--- src/rtl/pipe_ctrl_pkg.sv ---
// rtl/pipe_ctrl_pkg.sv - shared state encoding, PC-select codes and forwarding helper for pipe_ctrl
package pipe_ctrl_pkg;

  typedef enum logic [1:0] {
    BOOT     = 2'd0,
    RUN      = 2'd1,
    MEM_WAIT = 2'd2
  } state_e;

  localparam logic [1:0] PC_SEL_SEQ      = 2'd0;
  localparam logic [1:0] PC_SEL_REDIRECT = 2'd1;
  localparam logic [1:0] PC_SEL_HOLD     = 2'd2;
  localparam logic [1:0] PC_SEL_RESET    = 2'd3;

  // True when the S3 writer targets a register the S2 instruction actually reads; x0 never matches.
  function automatic logic fwd_hit(input logic [4:0] rd, input logic [4:0] rs, input logic rs_used);
    return rs_used && (rd != 5'd0) && (rd == rs);
  endfunction

endpackage

--- src/rtl/pipe_ctrl_perf.sv ---
// rtl/pipe_ctrl_perf.sv - cycle / retired-instruction / redirect counters for pipe_ctrl
module pipe_ctrl_perf #(
  parameter int CNT_W = 32
) (
  input  logic             clk,
  input  logic             rst,
  input  logic             perf_clr,
  input  logic             cycle_inc,
  input  logic             instret_inc,
  input  logic             redirect_inc,
  output logic [CNT_W-1:0] cycle_cnt,
  output logic [CNT_W-1:0] instret_cnt,
  output logic [CNT_W-1:0] redirect_cnt
);

  // Free-running wrap-around counters; a clear beats any increment in the same cycle.
  always_ff @(posedge clk or posedge rst) begin
    if (rst) begin
      cycle_cnt    <= '0;
      instret_cnt  <= '0;
      redirect_cnt <= '0;
    end else if (perf_clr) begin
      cycle_cnt    <= '0;
      instret_cnt  <= '0;
      redirect_cnt <= '0;
    end else begin
      if (cycle_inc)    cycle_cnt    <= cycle_cnt + 1'b1;
      if (instret_inc)  instret_cnt  <= instret_cnt + 1'b1;
      if (redirect_inc) redirect_cnt <= redirect_cnt + 1'b1;
    end
  end

endmodule

--- src/rtl/pipe_ctrl.sv ---
// rtl/pipe_ctrl.sv - 3-stage pipeline sequencer (boot hold, redirect flush, memory freeze, forwarding); PIPE_CTRL_PERF_EN adds perf counters
module pipe_ctrl
  import pipe_ctrl_pkg::*;
#(
  parameter int RESET_HOLD_CYCLES = 2,
  parameter int CNT_W             = 32
) (
  input  logic             clk,
  input  logic             rst,
  input  logic             s2_valid,
  input  logic [4:0]       s2_rs1,
  input  logic [4:0]       s2_rs2,
  input  logic             s2_rs1_used,
  input  logic             s2_rs2_used,
  input  logic             s3_valid,
  input  logic [4:0]       s3_rd,
  input  logic             s3_reg_we,
  input  logic             s3_redirect,
  input  logic             s3_mem_req,
  input  logic             s3_mem_ready,
  input  logic             perf_clr,
  output logic [1:0]       pc_sel,
  output logic             stall_all,
  output logic             s1_flush,
  output logic             s2_flush,
  output logic             fwd_a,
  output logic             fwd_b,
  output logic [CNT_W-1:0] cycle_cnt,
  output logic [CNT_W-1:0] instret_cnt,
  output logic [CNT_W-1:0] redirect_cnt
);

  localparam logic [3:0] HOLD_INIT = 4'(RESET_HOLD_CYCLES - 1);

  state_e     state_q, state_d;
  logic [3:0] hold_q, hold_d;
  logic       redirect_acc;

  // State and boot-hold counter; reset always restarts the boot hold from the top.
  always_ff @(posedge clk or posedge rst) begin
    if (rst) begin
      state_q <= BOOT;
      hold_q  <= HOLD_INIT;
    end else begin
      state_q <= state_d;
      hold_q  <= hold_d;
    end
  end

  // Next-state and PC/stall/flush steering; everything is qualified by s3_valid.
  always_comb begin
    state_d      = state_q;
    hold_d       = hold_q;
    pc_sel       = PC_SEL_SEQ;
    stall_all    = 1'b0;
    s1_flush     = 1'b0;
    s2_flush     = 1'b0;
    redirect_acc = 1'b0;
    case (state_q)
      BOOT: begin
        pc_sel   = PC_SEL_RESET;
        s1_flush = 1'b1;
        s2_flush = 1'b1;
        if (hold_q == 4'd0) state_d = RUN;
        else                hold_d  = hold_q - 4'd1;
      end
      RUN: begin
        // A taken redirect wins; a memory request in the same cycle belongs to a squashed path.
        if (s3_valid && s3_redirect) begin
          pc_sel       = PC_SEL_REDIRECT;
          s1_flush     = 1'b1;
          s2_flush     = 1'b1;
          redirect_acc = 1'b1;
        end else if (s3_valid && s3_mem_req && !s3_mem_ready) begin
          pc_sel    = PC_SEL_HOLD;
          stall_all = 1'b1;
          state_d   = MEM_WAIT;
        end
      end
      MEM_WAIT: begin
        // The ready cycle releases the freeze so every stage advances together.
        if (s3_valid && s3_mem_ready) begin
          state_d = RUN;
        end else begin
          pc_sel    = PC_SEL_HOLD;
          stall_all = 1'b1;
        end
      end
      default: begin
        state_d  = BOOT;
        hold_d   = HOLD_INIT;
        pc_sel   = PC_SEL_RESET;
        s1_flush = 1'b1;
        s2_flush = 1'b1;
      end
    endcase
  end

  // Forwarding is held off during reset so the operand muxes see a clean default.
  assign fwd_a = !rst && s3_valid && s3_reg_we && s2_valid && fwd_hit(s3_rd, s2_rs1, s2_rs1_used);
  assign fwd_b = !rst && s3_valid && s3_reg_we && s2_valid && fwd_hit(s3_rd, s2_rs2, s2_rs2_used);

`ifdef PIPE_CTRL_PERF_EN
  pipe_ctrl_perf #(.CNT_W(CNT_W)) u_perf (
    .clk          (clk),
    .rst          (rst),
    .perf_clr     (perf_clr),
    .cycle_inc    (state_q != BOOT),
    .instret_inc  (s3_valid && !stall_all),
    .redirect_inc (redirect_acc),
    .cycle_cnt    (cycle_cnt),
    .instret_cnt  (instret_cnt),
    .redirect_cnt (redirect_cnt)
  );
`else
  logic unused_perf;
  assign unused_perf  = perf_clr | redirect_acc;
  assign cycle_cnt    = '0;
  assign instret_cnt  = '0;
  assign redirect_cnt = '0;
`endif

endmodule

--- config.mk ---
export PLATFORM = sky130hd
export DESIGN_NAME = pipe_ctrl
export DESIGN_NICKNAME = d
export VERILOG_FILES = /design/src/rtl/pipe_ctrl_pkg.sv /design/src/rtl/pipe_ctrl_perf.sv /design/src/rtl/pipe_ctrl.sv
export SDC_FILE = /design/constraint.sdc
export NUM_CORES = 1
export LEC_CHECK = 0
export ABC_AREA = 1
export BUFFER_PORTS_ARGS = -buffer_cell sky130_fd_sc_hd__buf_2
export CAP_MARGIN = 10
export CORE_ASPECT_RATIO = 1.75
export CORE_UTILIZATION = 41
export DETAILED_ROUTE_END_ITERATION = 10
export HOLD_SLACK_MARGIN = 0.02
export PLACE_DENSITY = 0.87
export REMOVE_ABC_BUFFERS = 1
export SYNTH_ARGS = -nofsm -noshare
export SYNTH_HDL_FRONTEND = slang
export SYNTH_HIERARCHICAL = 1
export SYNTH_SLANG_ARGS = --single-unit
--- constraint.sdc ---
create_clock -name clk -period 2.09 [get_ports clk]
set_clock_uncertainty 0.15 [all_clocks]
set_input_delay 0.1045 -clock clk [delete_from_list [all_inputs] [get_ports clk]]
set_output_delay 0.1045 -clock clk [all_outputs]
set_load 0.02 [all_outputs]
# --- Word-level counts from Yosys, hierarchy flattened ---
# Cells that the tools add are included.
totals:
  regBits: 6
  latchBits: 0
  ramBits: 0
  rom_bits: 0
  input_bits: 26
  output_inout_bits: 103
  wordCells: 51
  mem_count: 0
classes:
  n_addsub: 1
  n_mul: 0
  div: 0
  order_cmp: 0
  eq_ne: 9
  n_shift: 0
  n_mux: 17
  bitwise: 1
  reduce_logical: 21
op_table:
  columns: ["op", "count"]
  rows:
  - ["2-bit two-way mux", 7]
  - ["1-bit logical AND", 13]
  - ["5-bit == test", 2]
  - ["2-bit != test (second input constant)", 5]
  - ["4-bit case mux with 2 select lines", 1]
  - ["2-bit case mux with 3 select lines", 1]
  - ["5-bit nonzero test", 1]
  - ["4-bit zero test", 1]
  - ["1-bit two-way mux", 4]
  - ["4-bit two-way mux", 1]
  - ["1-bit case mux with 2 select lines", 2]
  - ["2-bit case mux with 2 select lines", 1]
  - ["4-bit AND reduction", 1]
  - ["4-bit by 1-bit subtractor with 4-bit output (second input constant)", 1]
  - ["2-bit by 1-bit == test with 1-bit output (second input constant)", 1]
  - ["2-bit == test (second input constant)", 1]
  - ["1-bit zero test", 2]
  - ["2-bit zero test", 1]
  - ["2-bit AND reduction", 1]
  - ["2-bit OR reduction", 1]
  - ["1-bit inverter", 1]

# --- Longest topological paths before layout ---
# Gate-level depths: netlist of run 1.
depth:
  ltp_word: 5
  ltp_mapped: 9
  mapped_depth_nobuf: 9

# --- Worst setup path before layout of run 1 ---
# OpenSTA, ideal clock, no wires.
synth_timing:
  kind: "flip-flop to output port"
  from: "register state_q[0]"
  to: "output stall_all"
  arrival_time_ns: 1.228
  setup_slack_ns: 0.607
  stages_incl_launch_ff: 7
  n_path_buf: 0
  cell_sequence: "dfrtp_1 > inv_1 > ha_1 > inv_1 > a21oi_1 > inv_1 > a21oi_1"
synth_between:
  elab_chain_len: 2
  elab_cells_between_ends: 3
  classes_between: "eq/ne (2); mux (1)"
synth_lines:
  columns: ["element", "line", "text"]
  rows:
  - ["from (decl)", "pipe_ctrl.sv:35", "state_e state_q, state_d;"]
  - ["from (signal assigned)", "pipe_ctrl.sv:45", "state_q <= state_d;"]
  - ["2-bit == test / 2-bit by 1-bit == test with 1-bit output (equally long branches)", "pipe_ctrl.sv:59", "case (state_q)"]
  - ["1-bit case mux with 2 select lines *", "pipe_ctrl.sv:59", null]
  - ["to (decl)", "pipe_ctrl.sv:23", "output logic stall_all,"]
# Every way passes the cells marked *; elsewhere a longest branch is shown, timed or not.

# --- Final worst setup path of run 1 ---
layout_timing:
  from: "input rst"
  to: "output fwd_b"
layout_between:
  elab_chain_len: 5
layout_lines:
  columns: ["element", "line", "text"]
  rows:
  - ["from (decl)", "pipe_ctrl.sv:9", "input logic rst,"]
  - ["1-bit zero test", "pipe_ctrl.sv:101", "assign fwd_b = !rst && s3_valid && s3_reg_we && s2_valid && fwd_hit(s3_rd, s2_rs2, s2_rs2_used);"]
  - ["1-bit logical AND (4 in series)", "pipe_ctrl.sv:101", null]
  - ["to (decl)", "pipe_ctrl.sv:27", "output logic fwd_b,"]
# Every way passes these cells.

==> results of run 1 <==
## logic make-up (layout without fill, tap and decap cells)
kind of cell | count (synthesis) | after routing | synth area share
XOR/XNOR | 7 | 7 | 0.0441
flip-flops | 6 | 6 | 0.109
other | 1 | 96 | 0.00270
buffers and inverters | 114 | 52 | 0.572
adder cells (fa/ha/maj) | 6 | 6 | 0.0540
AND/OR/NAND/NOR | 55 | 55 | 0.165
AO/OA/AOI/OAI | 12 | 12 | 0.0531
## timing repair
item	CTS	global route
buffers inserted	0	0
hold endpoints to repair	6	0
hold buffers	1	0
## registers in the layout (all words and copies together) (netlist names)
name and cells:
state_q 2, hold_q 4
## layout make-up
class / instances / area (µm²) / area share
Tap cell: 43 / 53.8 / 0.0422
Clock buffer: 4 / 45.0 / 0.0353
Multi-Input combinational cell: 176 / 801 / 0.627
Timing Repair Buffer: 32 / 165 / 0.129
Sequential cell: 6 / 151 / 0.119
Inverter: 16 / 60.1 / 0.0471
## worst min-delay path by stage
stage | start | to | slack (ns) | cells past startpoint
final | rst | hold_q[3]$_DFFE_PP0P_ | 0.21 | 3
after global routing | rst | hold_q[3]$_DFFE_PP0P_ | 0.24 | 3
after CTS | rst | hold_q[3]$_DFFE_PP0P_ | 0.22 | 3
after detailed placement | rst | hold_q[3]$_DFFE_PP0P_ | -0.1 | 2
after global placement | rst | hold_q[2]$_DFFE_PP0P_ | -0.10 | 2
after floorplan | rst | hold_q[1]$_DFFE_PP0P_ | -0.25 | 1
## power groups by stage
stage                     sequential (mW)  clock (mW)  combinational, mW
after floorplan                     0.197           0              0.654
after global placement              0.201           0              0.815
after detailed placement            0.206           0              0.841
after CTS                           0.204       0.184              0.846
after global routing                0.208       0.193              0.938
final                               0.204       0.177              0.845
## critical path: stages
cell           delay (ns)
dlygate4sd3_1        0.53
buf_2                0.12
inv_1                0.20
nand2_1              0.09
nor2_1               0.14
nand3_1              0.11
nor2_1               0.10
buf_2                0.17
## layout by cell type, fill, tap and decap left out, types with 2 or more instances in the layout
cell type,n
a21oi_1,4
buf_2,31
clkbuf_8,3
conb_1,96
dfrtp_1,5
ha_1,6
inv_1,16
nand2_1,29
nand3_1,8
nand4_1,2
nor2_1,12
nor2_2,2
o21ai_0,6
xnor2_1,3
xor2_1,4
## through the flow
stage               instances  power, mW  setup WS (ns)
floorplan                 198      0.851          0.607
global placement          272       1.02          0.584
detailed placement        272       1.05          0.533
CTS                       277       1.23          0.238
global route              277       1.34          0.111
finish                    277       1.23          0.282
## routing by layer
layer  up-vias  GRT usage
met2        99      0.215
met5         -          0
met4         0     0.0618
met3         2     0.0295
met1       445     0.0615
li1        488          -
==> results.py, run 1 <==
metrics = {
    "yosys": {
        "yosysWarnings": 6,
        "syn-mean-instance-area_um2": 6.92,
        "synth.most_common_cell": "buf_4",
        "async_flop_share": 1.00,
        "yosysSeqAreaShare": 0.109,
        "netlist_area_um2": 1390,
        "synthTopCellsByCount": "buf_4 (98), nand2_1 (29), inv_1 (16), nor2_1 (12), nand3_1 (8)",
        "synth_top_cell_by_area": "buf_4",
        "synth_edf_count": 0,
        "synthFlopType": "dfrtp_1",
        "synth.area.top_cells": "buf_4 (53%), dfrtp_1 (9.0%), nand2_1 (7.8%)",
        "synth-seq-cells": 6,
        "synthCells": 201,
        "synth_cell_types": 19,
        "synth_top_area_frac": 0.529,
    },
    "clock_network": {
        "clkLatencyLatePin_ns": 0.22,
        "htree_levels": 1,
        "cts.sinks": 6,
        "cts_buffers": 3,
        "clockBufferDepth": 2,
        "cts-root-buf": "clkbuf_8",
        "cts_tree": "built",
        "cts-resized-gates": 0,
        "path_clk_slew_ns": 0.04,
    },
    "detailed_routing": {
        "drtPass1Iterations": 4,
        "drt_iter0_drc": 17,
        "wl_per_cell_um": 7.30,
        "vias_per_cell": 3.73,
        "route.met3.wl_um": 336,
        "route.met2.wl_um": 1090,
        "wl_met1_um": 571,
        "vias": 1034,
        "drc_errors": 0,
        "wl_um": 2020,
        "drtAntennaViolNets": 0,
        "topRoutingLayerUsed": "met4",
    },
    "global_route": {
        "grt_max_degree": 8,
        "antenna_found_initial": 0,
        "grt_pass1_wl_um": 2730,
        "grt_pass1_vias": 791,
        "grt_remaining_overflow": 0,
        "track_usage": 0.102,
    },
    "flow_run": {
        "maxCapViolCount": 0,
    },
    "die": {
        "die_h_um": 79.1,
        "die_area_um2": 3640,
        "boundaryPins": 129,
        "start_util": 0.438,
        "fp-row-count": 27,
        "core_area_um2": 3180,
        "die_w_um": 46.0,
    },
    "timing": {
        "period_minus_slack_ns": 1.81,
        "period_share": 0.865,
        "tns_ns": 0,
        "slew_viol_final": 0,
        "timing.hold.ws_ns": 0.206,
        "setup_viol": 0,
        "fmax_mhz": 553,
        "finalHoldViolCount": 0,
        "rsz0062_at_grt": "no",
    },
    "finish": {
        "antenna_cells": 0,
        "area_growth_pct": -8.27,
        "drive_gt1_frac": 0.167,
        "post-route-util": 0.402,
        "n_fill_cell": 352,
        "nNetsFinal": 267,
        "finalInstanceArea_um2": 1280,
    },
    "pwr": {
        "p_per_area_nw_per_um2": 961,
        "ir_drop_v": 0.000431,
        "p_int_mw": 0.542,
        "leakagePower_nw": 0.811,
        "p_clk_frac": 0.144,
        "p_sw_mw": 0.685,
        "p_seq_frac": 0.166,
        "p_comb_frac": 0.689,
        "swShare": 0.558,
    },
    "setup_path": {
        "cp-start-kind": "input pin",
        "rr_endpoint": "state_q[1]$_DFFE_PP0P_",
        "r2r_start": "hold_q[0]$_DFFE_PP1P_",
        "worstSetupPathType": "input pin to primary output",
        "path_max_fanout": 7,
        "cp-end-kind": "primary output",
        "r2r_cells": 8,
        "crit_path_end": "fwd_b",
        "cp.arrival_ns": 1.55,
        "cp-startpoint": "rst",
        "crit_required_ns": 1.84,
        "rrSetupSlack_ns": 0.52,
    },
    "placed_design": {
        "dp_hpwl_um": 1810,
        "place.gp.congestion": 0.896,
        "port_buffers": 31,
        "dpl_cell_area_um2": 1220,
    },
    "min_path": {
        "hold_path.class": "input pin to async pin",
    },
    "outcome": {
        "status": "finished clean",
    },
}
No activity file was read; power rests on OpenSTA's default activity.
==> run 2: changes to the inputs <==
- clock period: 2.09 -> 2.3 ns (I/O delays scaled with it)
==> run 2 against run 1 <==
  * Non-clock buffer count unchanged
  * Die area unchanged
  * Highest routed layer unchanged
  * Largest cell class unchanged
  * Clock power decreased by 8%
  * Global-route usage decreased by 0.27 points
  * Utilization unchanged
  * Sequential power decreased by 10%
  * Setup slack improved by 0.19 ns
==> results.py, run 2 (same netlist as run 1, synthesis figures left out) <==
metrics = {
    "die": {
        "core_area_um2": 3180,
        "boundaryPins": 129,
        "die_w_um": 46.0,
        "fp-row-count": 27,
        "die_h_um": 79.1,
        "start_util": 0.438,
        "die_area_um2": 3640,
    },
    "clock_network": {
        "cts_buffers": 3,
        "cts_tree": "built",
        "htree_levels": 1,
        "cts.sinks": 6,
        "path_clk_slew_ns": 0.04,
        "cts_setup_buffers": 0,
        "hold_buffers": 1,
        "clockBufferDepth": 2,
        "cts-root-buf": "clkbuf_8",
        "cts-resized-gates": 0,
        "clkLatencyLatePin_ns": 0.22,
    },
    "detailed_routing": {
        "drc_errors": 0,
        "drtPass1Iterations": 4,
        "wl_per_cell_um": 7.05,
        "vias": 1023,
        "drt_iter0_drc": 8,
        "vias_per_cell": 3.69,
        "wl_um": 1950,
        "drtAntennaViolNets": 0,
    },
    "finish": {
        "top_register": "hold_q",
        "antenna_cells": 0,
        "layout_common_cells": "conb_1 (96), buf_2 (31), nand2_1 (29)",
        "drive_gt1_frac": 0.167,
        "nNetsFinal": 267,
        "reg_top3": "hold_q: 4 flops, state_q: 2 flops",
        "final_common_cell": "conb_1",
        "area_growth_pct": -8.27,
        "largest_reg_flops": 4,
    },
    "setup_path": {
        "worstSetupPathType": "input pin to primary output",
        "crit_required_ns": 2.04,
        "path_max_fanout": 7,
        "cp-end-kind": "primary output",
        "cp-start-kind": "input pin",
        "cp.arrival_ns": 1.57,
    },
    "outcome": {
        "status": "finished clean",
    },
    "global_route": {
        "grt_remaining_overflow": 0,
        "grt_pass1_wl_um": 2660,
        "grt_max_degree": 8,
        "grt_pass1_vias": 756,
        "antenna_found_initial": 0,
        "track_usage": 0.0996,
    },
    "timing": {
        "setup_viol": 0,
        "finalHoldViolCount": 0,
        "slew_viol_final": 0,
        "period_share": 0.797,
        "fmax_mhz": 546,
        "period_minus_slack_ns": 1.83,
        "rsz0062_at_grt": "no",
        "tns_ns": 0,
        "finalWorstSetupSlack_ns": 0.468,
    },
    "placed_design": {
        "place.gp.congestion": 0.860,
        "dp_hpwl_um": 1720,
        "port_buffers": 31,
        "pre_cts_slack_ns": 0.756,
    },
    "pwr": {
        "leakagePower_nw": 0.811,
        "p_per_area_nw_per_um2": 866,
        "ir_drop_v": 0.000405,
    },
    "min_path": {
        "hold_path.class": "input pin to async pin",
    },
    "flow_run": {
        "maxCapViolCount": 0,
    },
}
## run 2: cell counts in the layout (fill, tap and decap cells not counted)
Identical to the previous run, type by type.
## run 2: power breakdown
group / total [mW] / leakage [nW] / switching [mW] / internal (mW)
sequential: 0.183 / 0.0760 / 0.0318 / 0.152
clock: 0.163 / 0.0228 / 0.0438 / 0.119
combinational: 0.759 / 0.712 / 0.538 / 0.221
## run 2: worst paths after layout
check	endpoint	slack, ns	cells after the start	start
min in group clk	state_q[0]$_DFFE_PP0P_	0.25	7	s3_redirect
min reg2reg	hold_q[1]$_DFFE_PP0P_	0.37	2	hold_q[1]$_DFFE_PP0P_
max	fwd_b	0.47	8	rst
min	hold_q[3]$_DFFE_PP0P_	0.21	3	rst
max reg2reg	hold_q[3]$_DFFE_PP0P_	0.74	5	state_q[0]$_DFFE_PP0P_
max in group asynchronous	hold_q[0]$_DFFE_PP1P_	1.52	3	rst
## run 2: per-stage QoR
stage               utilization  instance area (µm²)  power, mW  cells  hold slack, ns
floorplan                     -                 1010      0.773    198          -0.237
global placement          0.385                 1220      0.923    272         -0.0903
detailed placement        0.385                 1220      0.938    272         -0.0899
CTS                       0.402                 1280       1.11    277           0.225
global route              0.402                 1280       1.21    277           0.270
finish                    0.402                 1280       1.11    277           0.215
## run 2: worst max-delay path, cell delays in order
cell	delay, ns
dlygate4sd3_1	0.53
buf_2	0.12
inv_1	0.20
nand2_1	0.08
nor2_1	0.14
nand3_1	0.10
nor2_1	0.11
buf_2	0.17
## run 2: cell type report
class                   count  area (µm²)
clock buffers               4        45.0
fillers                   352        1900
inverters                  16        60.1
multi-input cells         176         801
flip-flops and latches      6         151
well taps                  43        53.8
repair buffers             32         165
## run 2: layer usage
layer | up-vias | routed length (µm) | global-route usage
li1 | 484 | - | -
met1 | 426 | 581 | 0.0685
met2 | 111 | 1030 | 0.203
met3 | 2 | 323 | 0.0273
met4 | 0 | 17 | 0.0588
met5 | - | 0 | 0
